### config.mk
export PLATFORM = sky130hd
export DESIGN_NAME = ime_rf_arb
export DESIGN_NICKNAME = d
export VERILOG_FILES = /design/src/rtl/enc_defines.sv /design/src/rtl/ime_rf_arb_rr2.sv /design/src/rtl/ime_rf_arb.sv
export SDC_FILE = /design/constraint.sdc
export NUM_CORES = 1
export LEC_CHECK = 0
export CAP_MARGIN = 20
export CELL_PAD_IN_SITES_DETAIL_PLACEMENT = 1
export CELL_PAD_IN_SITES_GLOBAL_PLACEMENT = 1
export CORE_AREA = 2 2 119 121
export CTS_CLUSTER_DIAMETER = 30
export CTS_CLUSTER_SIZE = 25
export DETAILED_ROUTE_END_ITERATION = 8
export DIE_AREA = 0 0 121 123
export PLACE_DENSITY = 0.95
export SETUP_SLACK_MARGIN = 0.05
export SLEW_MARGIN = 15
export SYNTH_ARGS = -nofsm -noshare
export SYNTH_HDL_FRONTEND = slang
export SYNTH_SLANG_ARGS = --single-unit
### constraint.sdc
create_clock -name clk -period 6.1 [get_ports clk]
set_input_delay 1.83 -clock clk [delete_from_list [all_inputs] [get_ports clk]]
set_output_delay 1.83 -clock clk [all_outputs]
set_load 0.01 [all_outputs]
### src/rtl/enc_defines.sv
// Shared constants for the IME register-file arbiter: default widths and the
// one-hot grant encoding used between the arbiter and the top level.
package enc_defines;

    localparam int IME_RF_WORD_WIDTH = 64;
    localparam int IME_RF_ADDR_WIDTH = 5;

    localparam logic [1:0] GNT_NONE = 2'b00;
    localparam logic [1:0] GNT_WR   = 2'b01;
    localparam logic [1:0] GNT_RD   = 2'b10;

endpackage

### src/rtl/ime_rf_arb_rr2.sv
// Two-way round-robin arbiter: req[0]/gnt[0] is the write port, req[1]/gnt[1]
// the read port. Last-grant flag resets to "read" so write wins first contention.
module ime_rf_arb_rr2
    import enc_defines::*;
(
    input  logic       clk,
    input  logic       rst,
    input  logic [1:0] req,
    output logic [1:0] gnt
);

    logic last_rd;

    always_comb begin
        gnt = GNT_NONE;
        if (req[0] && (!req[1] || last_rd)) begin
            gnt = GNT_WR;
        end else if (req[1]) begin
            gnt = GNT_RD;
        end
    end

    always_ff @(posedge clk or posedge rst) begin
        if (rst) begin
            last_rd <= 1'b1;
        end else if (gnt != GNT_NONE) begin
            last_rd <= gnt[1];
        end
    end

endmodule

### src/rtl/ime_rf_arb.sv
// Write/read arbiter in front of a single-port register file with a written-flag
// scoreboard. Optional response buffer enabled by macro IME_RF_ARB_RDBUF_EN.
module ime_rf_arb
    import enc_defines::*;
#(
    parameter int WORD_WIDTH = IME_RF_WORD_WIDTH,
    parameter int ADDR_WIDTH = IME_RF_ADDR_WIDTH
) (
    input  logic                  clk,
    input  logic                  rst,
    input  logic                  clr_i,
    input  logic                  wr_val_i,
    input  logic [ADDR_WIDTH-1:0] wr_addr_i,
    input  logic [WORD_WIDTH-1:0] wr_dat_i,
    output logic                  wr_rdy_o,
    input  logic                  rd_val_i,
    input  logic [ADDR_WIDTH-1:0] rd_addr_i,
    output logic                  rd_rdy_o,
    output logic                  rd_dat_val_o,
    output logic [WORD_WIDTH-1:0] rd_dat_o,
    output logic                  rd_dat_err_o,
    input  logic                  rd_dat_rdy_i,
    output logic                  rf_cen_o,
    output logic                  rf_wen_o,
    output logic [ADDR_WIDTH-1:0] rf_addr_o,
    output logic [WORD_WIDTH-1:0] rf_dat_o,
    input  logic [WORD_WIDTH-1:0] rf_dat_i
);

    localparam int DEPTH = 1 << ADDR_WIDTH;

    logic [DEPTH-1:0] written_q;
    logic [1:0]       req;
    logic [1:0]       gnt;
    logic             rd_blocked;
    logic             rd_err_q;
    logic             rf_pend_q;

    // rst gates requests so the RF pins and readies go idle the instant reset rises
    assign req = {rd_val_i & ~clr_i & ~rd_blocked & ~rst,
                  wr_val_i & ~clr_i & ~rst};

    ime_rf_arb_rr2 u_rr2 (
        .clk (clk),
        .rst (rst),
        .req (req),
        .gnt (gnt)
    );

    assign wr_rdy_o = gnt[0];
    assign rd_rdy_o = gnt[1];

    always_comb begin
        rf_cen_o  = 1'b1;
        rf_wen_o  = 1'b1;
        rf_addr_o = '0;
        rf_dat_o  = '0;
        case (gnt)
            GNT_WR: begin
                rf_cen_o  = 1'b0;
                rf_wen_o  = 1'b0;
                rf_addr_o = wr_addr_i;
                rf_dat_o  = wr_dat_i;
            end
            GNT_RD: begin
                rf_cen_o  = 1'b0;
                rf_addr_o = rd_addr_i;
            end
            default: ;
        endcase
    end

    always_ff @(posedge clk or posedge rst) begin
        if (rst) begin
            written_q <= '0;
            rd_err_q  <= 1'b0;
            rf_pend_q <= 1'b0;
        end else begin
            if (clr_i) begin
                written_q <= '0;
            end else if (gnt == GNT_WR) begin
                written_q[wr_addr_i] <= 1'b1;
            end
            if (gnt == GNT_RD) begin
                rd_err_q <= ~written_q[rd_addr_i];
            end
            rf_pend_q <= (gnt == GNT_RD);
        end
    end

`ifdef IME_RF_ARB_RDBUF_EN
    logic                  buf_val_q;
    logic [WORD_WIDTH-1:0] buf_dat_q;

    assign rd_blocked = (rf_pend_q | buf_val_q) & ~rd_dat_rdy_i;

    // Response is shown straight from the RF in the cycle after the grant and only
    // parked in the register if the consumer stalls, since the RF output may change.
    always_ff @(posedge clk or posedge rst) begin
        if (rst) begin
            buf_val_q <= 1'b0;
            buf_dat_q <= '0;
        end else if (rf_pend_q && !rd_dat_rdy_i) begin
            buf_val_q <= 1'b1;
            buf_dat_q <= rf_dat_i;
        end else if (buf_val_q && rd_dat_rdy_i) begin
            buf_val_q <= 1'b0;
        end
    end

    assign rd_dat_val_o = rf_pend_q | buf_val_q;
    assign rd_dat_o     = buf_val_q ? buf_dat_q : (rf_pend_q ? rf_dat_i : '0);
`else
    logic unused_rd_dat_rdy;

    assign unused_rd_dat_rdy = rd_dat_rdy_i;
    assign rd_blocked        = 1'b0;
    assign rd_dat_val_o      = rf_pend_q;
    assign rd_dat_o          = rst ? '0 : rf_dat_i;
`endif

    assign rd_dat_err_o = rd_dat_val_o & rd_err_q;

endmodule

# Yosys cells after proc, flatten, opt, wreduce, memory -nomap -nowiden
# Cells that the tools add are included.
# word_totals
output_inout_bits,139
reg_bits,35
in_bits,144
wordCells,38
# classes
magnitude_cmp,3
bitwise_logic,9
mux,13
n_eq_ne,2
reduce_logical,7
# ops
op,count
$mux W64,2
$mux W32,2
$or A32 B32 Y32,1
$lt A5 B6 Y1 const B,2
$pmux W5 S2,1
$and A1 B1 Y1,5
$bmux W1 S5,1
$demux W1 S5,1
$ge A5 B1 Y1 const B,1
$mux W1,4
$mux W2,2
$reduce_bool A2 Y1,2
$not A1 Y1,3
$eq A2 B1 Y1 const B,1
$eq A2 B2 Y1 const B,1
$logic_and A1 B1 Y1,2
$reduce_or A2 Y1,1
$logic_not A1 Y1,1
$logic_or A1 B1 Y1,1

# Longest topological paths before layout
# depth
depth_word,10
depth_mapped,7
ltp_nobuf,4

# Modules after synthesis
# Synthesis repeated with hierarchy kept, for this count alone.
# unflattened
cells_unflattened,323
hier_area_um2,2610.0
# modules_own_cells
mod,seq_area_each_um2,n_inst,area_each_um2,cells_each
ime_rf_arb,850.8,1,2552.4,316
ime_rf_arb_rr2,26.3,1,57.6,7

# Worst setup path after synthesis
# OpenSTA, ideal clock, no wires.
# synth_timing
kind,input to output
from,in clr_i
to,out rf_dat_o[0]
cell_stages,6
setup_slack_ns,1.253
arrival_time_ns,3.017
required_ns,4.270
n_path_buf,3
path_cell_list,buf_6 or3b_1 buf_6 nor2_4 clkbuf_1 and2_1
# synth_between
elab_chain_cells,9
elab_cells_between_ends,12
classes_between,eq/ne (1); mux (3); bitwise (5); reduce/logical (3)
# synth_rtl
item,line,text
from (decl),ime_rf_arb.sv:11,"input logic clr_i,"
$not A1 Y1 (*),"ime_rf_arb.sv:40, ime_rf_arb.sv:41",
$and A1 B1 Y1 (2 in series),ime_rf_arb.sv:40,"assign req = {rd_val_i & ~clr_i & ~rd_blocked & ~rst,"
$logic_not A1 Y1,ime_rf_arb_rr2.sv:16,if (req[0] && (!req[1] || last_rd)) begin
$logic_or A1 B1 Y1,ime_rf_arb_rr2.sv:16,
$logic_and A1 B1 Y1,ime_rf_arb_rr2.sv:16,
$mux W2 (*),ime_rf_arb_rr2.sv:16,
$eq A2 B1 Y1 (*),ime_rf_arb.sv:58,case (gnt)
$mux W64 (*),ime_rf_arb.sv:58,
to (decl),ime_rf_arb.sv:26,"output logic [WORD_WIDTH-1:0] rf_dat_o,"
# Every way passes the cells marked *; elsewhere a longest branch is shown, timed or not.

# Worst setup path in the final report
# layout_timing
from,in rd_val_i
to,out rf_addr_o[0]
# layout_between
elab_chain_cells,8
elab_cells_between_ends,10
classes_between,eq/ne (2); mux (3); bitwise (2); reduce/logical (3)
# layout_rtl
item,line,text
from (decl),ime_rf_arb.sv:16,"input logic rd_val_i,"
$and A1 B1 Y1 (*) (2 in series),ime_rf_arb.sv:40,
$logic_not A1 Y1,ime_rf_arb_rr2.sv:16,
$logic_or A1 B1 Y1,ime_rf_arb_rr2.sv:16,
$logic_and A1 B1 Y1,ime_rf_arb_rr2.sv:16,
$mux W2 (*),ime_rf_arb_rr2.sv:16,
$eq A2 B2 Y1 / $eq A2 B1 Y1 (equally long branches),ime_rf_arb.sv:58,
$pmux W5 S2 (*),ime_rf_arb.sv:58,
to (decl),ime_rf_arb.sv:25,"output logic [ADDR_WIDTH-1:0] rf_addr_o,"
# Marked as above.

==> results.txt <==
----------------------------------------------------
[Clocking]
  TritonCTS clock tree ... yes
  Buffers from clock root to sink, at most ... 2
  Post-cts sizing count ... 0
  Total setup buffers inserted after CTS ... 0
  Clock latency reported for the late side of the worst-skew pair ... 0.28 ns
  Post-CTS clock slew at the launch and capture registers of the worst setup and hold paths ... 0.05 ns
  Clock buffer count from CTS ... 5
  Root Driver ... clkbuf_16
  Number of clock sinks seen by CTS ... 35
  Max H-tree Level ... 2
  Post-CTS Hold Buffers ... 0

[Timing]
  Peak clock frequency supported by timing ... 172 MHz
  Hold Worst Slack ... 0.496 ns
  Relative max-transition margin ... 56.5%
  Clock period minus worst slack ... 5.83 ns
  Share of the cycle needed by the critical path after routing ... 95.5%
  Final setup vio count ... 0
  Hold Violations, Final ... 0
  Final slew viol count ... 0
  Final sum of negative setup slack ... 0 ns
  Worst-margin pin slew ... 0.650 ns
  Largest clock skew in the final design ... 0.00273 ns
  RSZ-0062 raised after global routing ... no

[Placement]
  Quantity of I/O buffers inserted on ports ... 281
  Final estimated routing congestion in global placement ... 0.838
  Post-detail-place hpwl ... 13,700 um

[Min path]
  Class of the most critical hold timing path ... flop to flop

[Job]
  Number of maximum-capacitance constraint violations ... 0

[Run status]
  Run status ... completed

[Synth]
  Part of the Yosys area used for sequential elements ... 33.1%
  Most common cell in the synthesized netlist ... nor2b_1
  Mean Syn Cell Area ... 8.40 um2
  Synthesis-stage register bit count ... 35
  Commonest register cell after synthesis ... dfrtp_1
  Number of nets in the synthesized netlist ... 459
  Cell count after synthesis ... 315
  Synth top area share ... 32.2%
  Number of warnings issued by yosys ... 0
  Number of enable flip-flop cells after synthesis ... 0
  Top area cells in the synthesized netlist ... dfrtp_1 (32%), nor2b_1 (16%), and2_1 (15%)
  Share of flip-flops with an asynchronous set or reset after synthesis ... 100%
  Dominant cell type by area after synthesis ... dfrtp_1
  Count of distinct cell types in the synthesized netlist ... 39
  Post-synthesis instance area ... 2650 um2
  Post-synth top cells ... nor2b_1 (66), and2_1 (65), nor2_1 (36)

[Critical path]
  Stage delay of the slowest cell on the critical path ... 0.54 ns
  Critical Path End Type ... output pin
  Series of cell instances along the critical path ... clkdlybuf4s50_1 -> or3b_2 -> a21oi_2 -> a22o_1 -> clkdlybuf4s50_1
  Critical Path Slowest Stage Cell ... clkdlybuf4s50_1
  Worst setup slack for register-to-register paths ... 4.18 ns
  Type of the worst setup path ... input port to output pin
  Critical Path Start Type ... input port
  Data required time of the critical path ... 4.27 ns
  Most used cell, CP ... clkdlybuf4s50_1
  Maximum fanout along the worst path ... 7
  Critical Path AT ... 4.00 ns

[Floorplan]
  Count of boundary I/O pins ... 283
  Initial Util ... 19.4%
  Vert. Die Dim ... 123 um
  Horiz. Die Dim ... 121 um
  Std-Cell Core Area ... 13,600 um2
  Standard-cell row count ... 43
  Die area ... 14,900 um2

[GRT]
  Number of antenna violations at the first check in global routing ... 23
  Total global-route track usage ... 20.3%
  Global-route wire length before repair ... 22,300 um
  Pin count of the biggest net entering global routing ... 66
  Total grt overflow ... 0
  Number of global-route vias before repair ... 3,577

[Route]
  Vias per Instance ... 4.36
  Drt first-iter violations ... 128
  First-pass detailed-route iteration total ... 5
  DRC violation count after routing ... 0
  Drt wl/cell ... 20.6 um
  Detailed-route wire length ... 16,100 um
  Total number of vias ... 3,411
  Antenna Nets Post-Route ... 0

[Pwr]
  Peak supply drop ... 0.0859 mV
  Leak ... 0.00228 uW
  Pwr dens ... 134 nW/um2

[Final layout]
  Fraction of the core area covered by cells at the end of the flow ... 42.9%
  Share of layout cells above drive strength 1 ... 5.44%
  Layout overhead on the synthesized area ... 120%
  Fill cell instance count of the final layout ... 1,569
  Count of nets after finishing ... 731

----------------------------------------------------
routing by layer:
metal	vias to the layer above	part of all wire [%]	global-route usage, %
li1	1593	-	-
met1	1612	38	22.7
met2	160	45	31.4
met3	28	16	16.3
met4	18	0.63	1.82
met5	-	0.68	0
per-stage QoR:
step           power [uW]  instance area [um2]  worst slack, ns  cells
4_1_cts               789                 5800            0.251    768
3_3_place_gp          514                 5640            0.292    760
6_report              782                 5830            0.272    782
5_1_grt               813                 5810            0.168    772
2_1_floorplan         334                 2650             1.25    315
3_5_place_dp          522                 5640            0.267    760
final timing paths:
check / from / endpoint / cells past startpoint
min reg2reg: written_q[9] / written_q[9] / 2
max: rd_val_i / rf_addr_o[0] / 5
max in group asynchronous: rst / u_rr2.last_rd / 3
max reg2reg: u_rr2.last_rd / written_q[29] / 4
min: written_q[9] / written_q[9] / 2
min in group asynchronous: rst / rd_dat_val_o / 3
area by class of cell:
cell class | instances | area (um2) | share of cell area, %
clock buffer | 8 | 156 | 2.68
multi-input combinational | 249 | 1630 | 27.9
antenna | 14 | 35.0 | 0.601
timing repair buffer | 291 | 2900 | 49.6
sequential | 35 | 877 | 15.0
inverter | 5 | 18.8 | 0.322
tap | 180 | 225 | 3.86
worst max-delay path: cells and delay by family:
kind                   cells  cell delay [ns]
and+or+nand+nor            1             0.51
AOI/OAI and AO/OA          2             0.59
buffers and inverters      2             1.07
registers in the layout, summed over array words and instances, names as in the netlist:
name           flops
rd_dat_val_o       1
rd_err_q           1
u_rr2.last_rd      1
written_q         32
cells by family after synthesis:
kind of cell / after synthesis / share of synthesized area (%)
multiplexers: 11 / 6.62
buffers and inverters: 31 / 5.44
flip-flops: 35 / 33.1
AND/OR/NAND/NOR: 191 / 44.3
AO/OA/AOI/OAI: 47 / 10.5
power breakdown:
part	switching (uW)	internal, uW
registers	4.44	238
clock network	91.4	174
logic	103	171
total	199	582
cell usage in the layout, fill, tap and decap left out, types with 2 or more instances in the layout:
master and n:
clkdlybuf4s50_1 280, nor2b_1 66, and2_1 65, nor2_1 36
dfrtp_1 34, a21oi_1 33, diode_2 14, buf_4 9
inv_1 5, mux4_2 5, clkbuf_16 5, mux2i_1 4
nand2_1 4, a22o_1 4, o221ai_1 3, nor3b_1 3
nand3b_1 2, mux2_2 2, o21ai_0 2, nor4b_4 2
clkbuf_8 2
Power figures use the tool's default switching activity.
